$ cat config.mk
export PLATFORM = sky130hd
export DESIGN_NAME = pdh_ctrl_core
export DESIGN_NICKNAME = d
export VERILOG_FILES = /design/src/rtl/pdh_ctrl_core.sv
export SDC_FILE = /design/constraint.sdc
export NUM_CORES = 1
export LEC_CHECK = 0
export CORE_ASPECT_RATIO = 0.9
export CORE_MARGIN = 2
export CORE_UTILIZATION = 38
export CTS_CLUSTER_DIAMETER = 50
export DETAILED_ROUTE_END_ITERATION = 10
export PLACE_DENSITY = 0.59
export SETUP_SLACK_MARGIN = 0.2
export SYNTH_ARGS = -nofsm -noshare
export SYNTH_HDL_FRONTEND = slang
export SYNTH_SLANG_ARGS = --single-unit
$ cat constraint.sdc
create_clock -name clk -period 7.7 [get_ports clk]
set_clock_uncertainty 0.2 [all_clocks]
set_input_delay 1.54 -clock clk [delete_from_list [all_inputs] [get_ports clk]]
set_output_delay 1.54 -clock clk [all_outputs]
set_load 0.1 [all_outputs]
$ cat src/rtl/pdh_ctrl_core.sv
// pdh_ctrl_core: PS GPIO command decoder driving LEDs and NUM_DAC DAC lanes,
// with ADC snapshot readback and a triangle-ramp generator on one DAC lane.
// Optional build macro: PDH_RAMP_TRIG_EN adds a one-clock ramp_trig_o pulse
// at each DOWN->UP turn-around; when undefined ramp_trig_o is tied low.
module pdh_ctrl_core #(
    parameter int NUM_DAC        = 2,
    parameter int NUM_ADC        = 2,
    parameter int DAC_DATA_WIDTH = 14,
    parameter int ADC_DATA_WIDTH = 16,
    parameter int RAMP_DIV_WIDTH = 16
) (
    input  logic                              clk,
    input  logic                              rst,
    input  logic [NUM_ADC*ADC_DATA_WIDTH-1:0] adc_tdata_i,
    input  logic                              adc_tvalid_i,
    output logic [NUM_DAC*16-1:0]             dac_tdata_o,
    output logic                              dac_tvalid_o,
    input  logic [31:0]                       axi_from_ps_i,
    output logic [31:0]                       axi_to_ps_o,
    output logic [7:0]                        led_o,
    output logic                              ramp_trig_o
);
    localparam int DW = DAC_DATA_WIDTH;

    localparam logic [3:0] CMD_IDLE      = 4'd0;
    localparam logic [3:0] CMD_SET_LED   = 4'd1;
    localparam logic [3:0] CMD_SET_DAC   = 4'd2;
    localparam logic [3:0] CMD_GET_ADC   = 4'd3;
    localparam logic [3:0] CMD_RAMP_LO   = 4'd4;
    localparam logic [3:0] CMD_RAMP_HI   = 4'd5;
    localparam logic [3:0] CMD_RAMP_STEP = 4'd6;
    localparam logic [3:0] CMD_RAMP_DIV  = 4'd7;
    localparam logic [3:0] CMD_RAMP_CTRL = 4'd8;

    typedef enum logic [1:0] {RAMP_IDLE, RAMP_UP, RAMP_DOWN} ramp_state_e;

    logic [31:0]                   gpio_q;
    logic                          strb_q;
    logic [NUM_DAC-1:0][DW-1:0]    code_q;
    logic [7:0]                    led_q;
    logic [DW-1:0]                 lo_q, hi_q, step_q;
    logic [RAMP_DIV_WIDTH-1:0]     div_q, div_cnt_q;
    logic [3:0]                    ramp_ch_q, adc_ch_q;
    ramp_state_e                   ramp_q;
    logic                          tvalid_q, pend_q, ack_q, err_q;
    logic [3:0]                    cmd_q;
    logic [23:0]                   payload_q;

    logic                          strb_edge, ramp_active, tick, cmd_err;
    logic [3:0]                    cmd, dac_ch, ctrl_ch, adc_sel;
    logic [25:0]                   data;
    logic [23:0]                   cmd_payload;
    logic [DW-1:0]                 ramp_val;
    logic [DW:0]                   sum_up, thr_down;
    logic [ADC_DATA_WIDTH-1:0]     adc_sample;
    logic                          unused_gpio;

    assign cmd         = gpio_q[29:26];
    assign data        = gpio_q[25:0];
    assign dac_ch      = data[25:22];
    assign ctrl_ch     = data[4:1];
    assign strb_edge   = gpio_q[30] & ~strb_q;
    assign ramp_active = (ramp_q != RAMP_IDLE);
    assign tick        = ramp_active && (div_cnt_q == div_q);
    assign sum_up      = {1'b0, ramp_val} + {1'b0, step_q};
    assign thr_down    = {1'b0, lo_q} + {1'b0, step_q};
    // Bit 31 and the data bits not used by any command are intentionally ignored.
    assign unused_gpio = ^gpio_q;
    // A GET_ADC strobe retargets capture to its own channel in the same cycle.
    assign adc_sel     = (strb_edge && cmd == CMD_GET_ADC) ? data[3:0] : adc_ch_q;

    // Lane muxes for the ramp lane and the selected ADC lane
    always_comb begin
        ramp_val   = '0;
        adc_sample = '0;
        for (int i = 0; i < NUM_DAC; i++)
            if (ramp_ch_q == 4'(i)) ramp_val = code_q[i];
        for (int i = 0; i < NUM_ADC; i++)
            if (adc_sel == 4'(i)) adc_sample = adc_tdata_i[i*ADC_DATA_WIDTH +: ADC_DATA_WIDTH];
    end

    // Command legality and callback payload for the strobed command
    always_comb begin
        cmd_err     = 1'b0;
        cmd_payload = '0;
        case (cmd)
            CMD_IDLE: ;
            CMD_SET_LED: cmd_payload = {16'd0, data[7:0]};
            CMD_SET_DAC: begin
                if (32'(dac_ch) >= NUM_DAC || (ramp_active && dac_ch == ramp_ch_q))
                    cmd_err = 1'b1;
                else
                    cmd_payload = {dac_ch, 6'd0, data[13:0]};
            end
            CMD_GET_ADC: cmd_err = (32'(data[3:0]) >= NUM_ADC);
            CMD_RAMP_LO, CMD_RAMP_HI, CMD_RAMP_STEP: begin
                if (ramp_active) cmd_err = 1'b1;
                else             cmd_payload = {10'd0, data[13:0]};
            end
            CMD_RAMP_DIV: cmd_payload = 24'(data[RAMP_DIV_WIDTH-1:0]);
            CMD_RAMP_CTRL: begin
                // Disabling is always legal; enabling needs a sane window.
                if (data[0] && (32'(ctrl_ch) >= NUM_DAC || lo_q >= hi_q || step_q == '0))
                    cmd_err = 1'b1;
                else
                    cmd_payload = {19'd0, data[4:0]};
            end
            default: cmd_err = 1'b1;
        endcase
    end

    // Main state: GPIO capture, ramp FSM, ADC capture, then command effects (last wins)
    always_ff @(posedge clk) begin
        if (rst) begin
            gpio_q    <= '0;
            strb_q    <= 1'b0;
            code_q    <= '0;
            led_q     <= '0;
            lo_q      <= '0;
            hi_q      <= '0;
            step_q    <= '0;
            div_q     <= '0;
            div_cnt_q <= '0;
            ramp_ch_q <= '0;
            adc_ch_q  <= '0;
            ramp_q    <= RAMP_IDLE;
            tvalid_q  <= 1'b0;
            pend_q    <= 1'b0;
            ack_q     <= 1'b0;
            err_q     <= 1'b0;
            cmd_q     <= '0;
            payload_q <= '0;
        end else begin
            gpio_q   <= axi_from_ps_i;
            strb_q   <= gpio_q[30];
            tvalid_q <= 1'b0;

            if (ramp_active) begin
                div_cnt_q <= tick ? '0 : div_cnt_q + 1'b1;
                if (tick) begin
                    tvalid_q <= 1'b1;
                    for (int i = 0; i < NUM_DAC; i++) begin
                        if (ramp_ch_q == 4'(i)) begin
                            if (ramp_q == RAMP_UP) begin
                                if (sum_up >= {1'b0, hi_q}) code_q[i] <= hi_q;
                                else                        code_q[i] <= sum_up[DW-1:0];
                            end else begin
                                if ({1'b0, ramp_val} <= thr_down) code_q[i] <= lo_q;
                                else                              code_q[i] <= ramp_val - step_q;
                            end
                        end
                    end
                    if (ramp_q == RAMP_UP && sum_up >= {1'b0, hi_q})
                        ramp_q <= RAMP_DOWN;
                    else if (ramp_q == RAMP_DOWN && {1'b0, ramp_val} <= thr_down)
                        ramp_q <= RAMP_UP;
                end
            end

            if (pend_q && adc_tvalid_i) begin
                pend_q    <= 1'b0;
                payload_q <= 24'(adc_sample);
            end

            if (strb_edge) begin
                ack_q     <= ~ack_q;
                cmd_q     <= cmd;
                err_q     <= cmd_err;
                payload_q <= cmd_payload;
                if (!cmd_err) begin
                    case (cmd)
                        CMD_SET_LED: led_q <= data[7:0];
                        CMD_SET_DAC: begin
                            tvalid_q <= 1'b1;
                            for (int i = 0; i < NUM_DAC; i++)
                                if (dac_ch == 4'(i)) code_q[i] <= data[DW-1:0];
                        end
                        CMD_GET_ADC: begin
                            adc_ch_q <= data[3:0];
                            if (adc_tvalid_i) begin
                                pend_q    <= 1'b0;
                                payload_q <= 24'(adc_sample);
                            end else begin
                                pend_q    <= 1'b1;
                            end
                        end
                        CMD_RAMP_LO:   lo_q   <= data[DW-1:0];
                        CMD_RAMP_HI:   hi_q   <= data[DW-1:0];
                        CMD_RAMP_STEP: step_q <= data[DW-1:0];
                        CMD_RAMP_DIV:  div_q  <= data[RAMP_DIV_WIDTH-1:0];
                        CMD_RAMP_CTRL: begin
                            if (data[0]) begin
                                ramp_ch_q <= ctrl_ch;
                                div_cnt_q <= '0;
                                ramp_q    <= RAMP_UP;
                                tvalid_q  <= 1'b1;
                                for (int i = 0; i < NUM_DAC; i++)
                                    if (ctrl_ch == 4'(i)) code_q[i] <= lo_q;
                            end else begin
                                ramp_q <= RAMP_IDLE;
                            end
                        end
                        default: ;
                    endcase
                end
            end
        end
    end

`ifdef PDH_RAMP_TRIG_EN
    logic trig_q;
    // Scope sync: flag the tick where the falling edge lands on lo
    always_ff @(posedge clk) begin
        if (rst) trig_q <= 1'b0;
        else     trig_q <= tick && (ramp_q == RAMP_DOWN) && ({1'b0, ramp_val} <= thr_down);
    end
    assign ramp_trig_o = trig_q;
`else
    assign ramp_trig_o = 1'b0;
`endif

    for (genvar g = 0; g < NUM_DAC; g++) begin : g_lane
        assign dac_tdata_o[g*16 +: 16] = 16'(code_q[g]);
    end

    assign dac_tvalid_o = tvalid_q;
    assign led_o        = led_q;
    assign axi_to_ps_o  = {cmd_q, err_q, ramp_active, ack_q, pend_q, payload_q};

endmodule

==> results of run 1 <==
-- area by class of cell --
type                       instances  area, um^2  area share, %
sequential                       174        3483          25.81
timing repair buffer             142        1374          10.18
clock inverter                    13       152.6          1.131
tap                              403       504.2          3.736
inverter                          58       217.7          1.613
multi-input combinational       1091        7311          54.17
clock buffer                      19       452.9          3.356
-- per-stage QoR --
step | instance area [um^2] | utilization, % | total power [mW]
final | 13500 | 45.40 | 2.101
after global routing | 13500 | 45.40 | 2.163
after CTS | 13500 | 45.40 | 2.108
after detailed placement | 12890 | 43.36 | 1.217
after global placement | 12890 | 43.36 | 1.215
after floorplan | 11440 | - | 1.131
-- path summary, 6_finish.rpt --
check               startpoint             end  slack, ps  depth (start not counted)
hold / removal        cmd_q[3]        cmd_q[3]        260                          2
setup reg to reg  ramp_ch_q[0]  dac_tdata_o[6]       1000                         20
hold reg to reg       cmd_q[3]        cmd_q[3]        260                          2
setup / recovery  ramp_ch_q[0]  dac_tdata_o[6]       1000                         20
-- registers in the layout, summed over array words and instances (netlist names), 2 cells and up --
register	cells
lo_q	14
div_q	16
dac_tdata_o	28
led_o	8
gpio_q	25
hi_q	14
step_q	14
adc_ch_q	4
cmd_q	4
ramp_ch_q	4
payload_q	20
div_cnt_q	16
ramp_q	2
-- Yosys cell counts (10+ instances only) --
cell	n	share of area, %
a211oi_1	19	1.2
a21o_1	15	0.99
a21oi_1	77	3.4
a22oi_1	20	1.3
and2_1	13	0.71
and3_1	12	0.66
buf_4	16	1.1
clkbuf_1	51	1.7
dfxtp_1	174	31
ha_1	86	9.4
inv_1	57	1.9
mux2i_1	108	9.5
nand2_1	128	4.2
nand2b_1	16	0.88
nand3_1	30	1.3
nand4_1	16	0.88
nor2_1	194	6.4
nor2b_1	36	2.0
nor3_1	31	1.4
nor4_1	11	0.60
o211ai_1	17	1.1
o21a_1	10	0.66
o21ai_0	44	1.9
xnor2_1	37	2.8
xor2_1	27	2.1
-- layer usage --
layer  share of wire (%)  GRT usage (%)  vias to the layer above  routed length, um
met4                 1.6          6.108                        0                605
met2                  42          33.72                      371              15550
met1                  50          34.22                     4873              18480
li1                    -              -                     5084                  -
met5                   0              0                        -                  0
met3                 6.2          4.649                       39               2306
-- worst max-delay path, stage by stage, from the launching register on --
cell	delay [ps]
dfxtp_1	910
mux2_2	400
and2_1	250
ha_1	320
nand2b_1	130
a221oi_1	120
o41ai_1	760
o221ai_1	340
o41ai_1	430
xnor2_1	160
ha_1	310
a21oi_1	70
and3_1	180
o21ai_0	80
and3_1	180
a31o_1	820
buf_4	290
mux2i_1	200
o211ai_1	130
mux2i_1	190
o211ai_1	90
-- kinds of logic after synthesis --
kind of cell	after synthesis
buffers and inverters	144
xor gates and xnor gates	64
muxes	112
and+or+nand+nor	525
DFF	174
adders and majority gates	89
AOI/OAI and AO/OA	292
other	1
-- power breakdown --
group,switching [mW],total (mW),internal (mW),leakage (nW)
registers,0.0300,0.945,0.915,1.41
clock network,0.398,0.901,0.504,0.293
logic,0.172,0.254,0.0827,3.73
total,0.600,2.10,1.50,5.43
==> flow_summary.yaml, run 1 <==
outcome:
  run_status: "complete, no violations"
cts:
  htree_levels: 4
  post_cts_buffers: 0
  clock_path_buffers: 2
  cts_sinks: 174
  clkLatencyLatePin_ps: 440
  ctsHoldBuffers: 0
  cts_made_buffers: 17
  cts-resized-gates: 0
  cts.clk_slew.worst_paths_ps: 70
  cts-root-buf: "clkbuf_16"
  cts_tree: "yes"
setup_path:
  worstPathArrival_ps: 6800
  crit_required_ps: 7800
  cp-end-kind: "flop"
  start_kind: "flop"
  worst-setup-path-type: "reg2reg"
  path_max_fanout: 15
synth:
  ys_warn_count: 0
  syn_area_per_cell_um2: 8.148
  synth_ff_type: "dfxtp_1"
  synth_top_family_by_area: "simple AND/OR/NAND/NOR gates"
  ys_ff_latch: 174
  synthXorXnorAreaFrac_pct: 4.911
  syn_area_um2: 11410
  async_flop_share_pct: 0
  ys_seq_area_share_pct: 30.52
  yosys.area_share.simple_pct: 21.54
  muxShareOfSynthArea_pct: 9.898
  synthCells: 1401
  synthAdderAreaFrac_pct: 9.953
  synth.distinct_cells: 81
  synth-edff-count: 0
  synth-compound-area-share_pct: 17.33
die:
  row_count: 60
  dieWidth_um: 186.7
  core_um2: 29730
  die-area_um2: 31440
  start_util_pct: 38.40
  fp.dieH_um: 168.4
  io_pins: 141
placement:
  dp_worst_setup_slack_ps: 1086
  gp_congestion: 0.9749
  place_hpwl_um: 27780
  port_buffers: 124
  place_inst: 1868
drt:
  num_vias: 10370
  wl_per_cell_um: 19.44
  first_pass_iters: 5
  via_per_inst: 5.456
  drt-initial-drc-count: 1015
  drcViolationCount: 0
  wl_um: 36940
  antenna_left: 0
layout:
  insertedDiodeCount: 0
  fin_cells: 1900
  fin_nets: 1640
  area.growth.synth_to_final_pct: 18.23
  drive_above_1_share_pct: 5.210
  fillers: 3012
  final_common_cell: "nor2_1"
  most-common-layout-cells: "194 x nor2_1, 174 x dfxtp_1, 128 x nand2_1"
global_routing:
  grt_overflow: 0
  track_usage_pct: 23.09
  grt_max_degree: 89
  antenna_found_initial: 0
  grt_first_pass_wirelength_um: 56460
  grt_pass1_vias: 9662
sta:
  fin_ws_ps: 996.1
  rsz0062_at_grt: "false"
  max_slew_margin_pct: 18.59
  drv_slew: 0
  period_needed_ps: 6704
  report.final.hold_viol_count: 0
  setup-violations-final: 0
  holdWs_ps: 256.6
  worst_pin_slew_ps: 1210
  fmax_ghz: 0.1492
  fin_crit_sh_pct: 87.06
  tns_ps: 0
power_and_ir_drop:
  powerDensity_nw_per_um2: 155.7
  p_leak_nw: 5.434
  vdd_drop_max_v: 0.0001529
job:
  drv_cap: 0
min_path:
  hold_class: "reg2reg"
Note: power is estimated with default switching activity, not from simulation.
==> run 2, diff against run 1 <==
--- a/config.mk
+++ b/config.mk
@@ -12,6 +12,7 @@
 export DETAILED_ROUTE_END_ITERATION = 10
 export PLACE_DENSITY = 0.59
 export SETUP_SLACK_MARGIN = 0.2
+export SLEW_MARGIN = 5
 export SYNTH_ARGS = -nofsm -noshare
 export SYNTH_HDL_FRONTEND = slang
 export SYNTH_SLANG_ARGS = --single-unit
==> results of run 2 <==
The final DEF is identical to that of run 1; final timing and power are the same.
==> run 3, diff against run 2 <==
--- a/config.mk
+++ b/config.mk
@@ -10,7 +10,8 @@
 export CORE_UTILIZATION = 38
 export CTS_CLUSTER_DIAMETER = 50
 export DETAILED_ROUTE_END_ITERATION = 10
-export PLACE_DENSITY = 0.59
+export GPL_TIMING_DRIVEN = 1
+export PLACE_DENSITY = 0.67
 export SETUP_SLACK_MARGIN = 0.2
 export SLEW_MARGIN = 5
 export SYNTH_ARGS = -nofsm -noshare
==> flow_summary.yaml, run 3 (synthesized netlist as in run 1, its figures left out) <==
layout:
  fin_cells: 1900
  largest_register_ffs: 28
  insertedDiodeCount: 0
  most-common-layout-cells: "194 x nor2_1, 174 x dfxtp_1, 128 x nand2_1"
  final_area_um2: 13490
  fin_nets: 1640
  final_common_cell: "nor2_1"
  area.growth.synth_to_final_pct: 18.18
  drive_above_1_share_pct: 5.077
  fillers: 2911
cts:
  cts_sinks: 174
  clock_path_buffers: 2
  cts-resized-gates: 0
  cts.clk_slew.worst_paths_ps: 70
  post_cts_buffers: 0
  ctsHoldBuffers: 0
  cts_made_buffers: 17
  htree_levels: 4
  cts_tree: "yes"
  cts-root-buf: "clkbuf_16"
  clkLatencyLatePin_ps: 440
setup_path:
  crit_start: "ramp_ch_q[0]"
  r2r_end: "dac_tdata_o[4]"
  worstPathArrival_ps: 6630
  crit_required_ps: 7830
  r2r_cells: 20
  start_kind: "flop"
  r2r_start: "ramp_ch_q[0]"
  cp-end-kind: "flop"
  r2r_slack_ps: 1200
  path_max_fanout: 11
  worst-setup-path-type: "reg2reg"
power_and_ir_drop:
  p_leak_nw: 5.426
  pwr-share-comb_pct: 12.2
  seq_power_share_pct: 45.3
  powerDensity_nw_per_um2: 154.5
  switching_share_pct: 27.74
  power.share.clock_pct: 42.5
  vdd_drop_max_v: 0.0001348
  p_int_mw: 1.506
  switchingPower_uw: 578.2
die:
  start_util_pct: 38.40
  core_um2: 29730
  row_count: 60
  io_pins: 141
  fp.dieH_um: 168.4
  die-area_um2: 31440
  dieWidth_um: 186.7
global_routing:
  grt_pass1_vias: 9717
  antenna_found_initial: 0
  grt_first_pass_wirelength_um: 55680
  grt_max_degree: 84
  grt_overflow: 0
  track_usage_pct: 22.48
drt:
  first_pass_iters: 5
  antenna_left: 0
  wl_um: 35930
  drcViolationCount: 0
  num_vias: 10550
  wl_per_cell_um: 18.91
  drt-initial-drc-count: 1103
  via_per_inst: 5.551
min_path:
  hold_depth: 2
  hold_class: "reg2reg"
  min_to: "ramp_ch_q[3]"
  worstHoldStart: "ramp_ch_q[3]"
sta:
  tns_ps: 0
  drv_slew: 0
  setup-violations-final: 0
  fin_crit_sh_pct: 84.42
  rsz0062_at_grt: "false"
  report.final.hold_viol_count: 0
  fmax_ghz: 0.1538
  max_slew_margin_pct: 22.06
  period_needed_ps: 6500
  worst_pin_slew_ps: 1160
placement:
  port_buffers: 124
  place_hpwl_um: 26960
  dpl-instance-area_um2: 12890
  place_inst: 1868
  gp_congestion: 0.9721
outcome:
  run_status: "complete, no violations"
job:
  drv_cap: 0
run 3: metrics by stage:
step	hold WS [ps]	power (mW)	setup slack, ps	utilization, %
after detailed placement	245.8	1.214	1250	43.36
after floorplan	230.2	1.131	2254	-
final	256.1	2.084	1200	45.38
after global placement	237.1	1.212	1338	43.36
after global routing	268.6	2.147	816.2	45.38
after CTS	258.3	2.088	1225	45.38
run 3: metal layers:
layer / GRT usage (%) / up-vias / wire length [um]
li1: - / 5095 / -
met1: 31.76 / 4941 / 16660
met2: 34.01 / 449 / 15430
met3: 4.732 / 61 / 3006
met4: 7.315 / 0 / 840
met5: 0 / - / 0
run 3: critical path, cell delays in order, from the launching register on:
cell and delay, ps:
dfxtp_1 820, mux2_2 400, and2_1 250, ha_1 330
nand2b_1 130, a221oi_1 110, o41ai_1 720, o221ai_1 320
o41ai_1 400, xnor2_1 160, ha_1 200, a211oi_1 300
and3_1 200, o21ai_0 80, and3_1 180, a31o_1 400
buf_4 300, mux2_4 310, o21ai_2 170, a211oi_1 100
a221o_1 270
run 3: cell type report:
class | instances | area (um^2) | area share [%]
clock buffer | 22 | 474.2 | 3.515
timing repair buffer | 142 | 1374 | 10.18
sequential | 174 | 3483 | 25.82
multi-input combinational | 1091 | 7311 | 54.19
clock inverter | 10 | 126.4 | 0.9367
tap | 403 | 504.2 | 3.738
inverter | 58 | 217.7 | 1.614
run 3: power groups by stage:
| stage | clock network (mW) | registers, mW | logic, mW |
|---|---|---|---|
| after CTS | 0.894 | 0.943 | 0.251 |
| after global routing | 0.933 | 0.945 | 0.269 |
| final | 0.887 | 0.944 | 0.254 |
| after detailed placement | 0 | 0.963 | 0.250 |
| after floorplan | 0 | 0.992 | 0.139 |
| after global placement | 0 | 0.963 | 0.249 |
run 3: worst max path at each step:
| stage | slack [ps] | to | cells past startpoint |
|---|---|---|---|
| floorplan | 2250 | dac_tdata_o[4] | 24 |
| global placement | 1340 | dac_tdata_o[4] | 20 |
| detailed placement | 1250 | dac_tdata_o[4] | 20 |
| CTS | 1230 | dac_tdata_o[4] | 20 |
| global route | 820 | dac_tdata_o[1] | 20 |
| finish | 1200 | dac_tdata_o[4] | 20 |
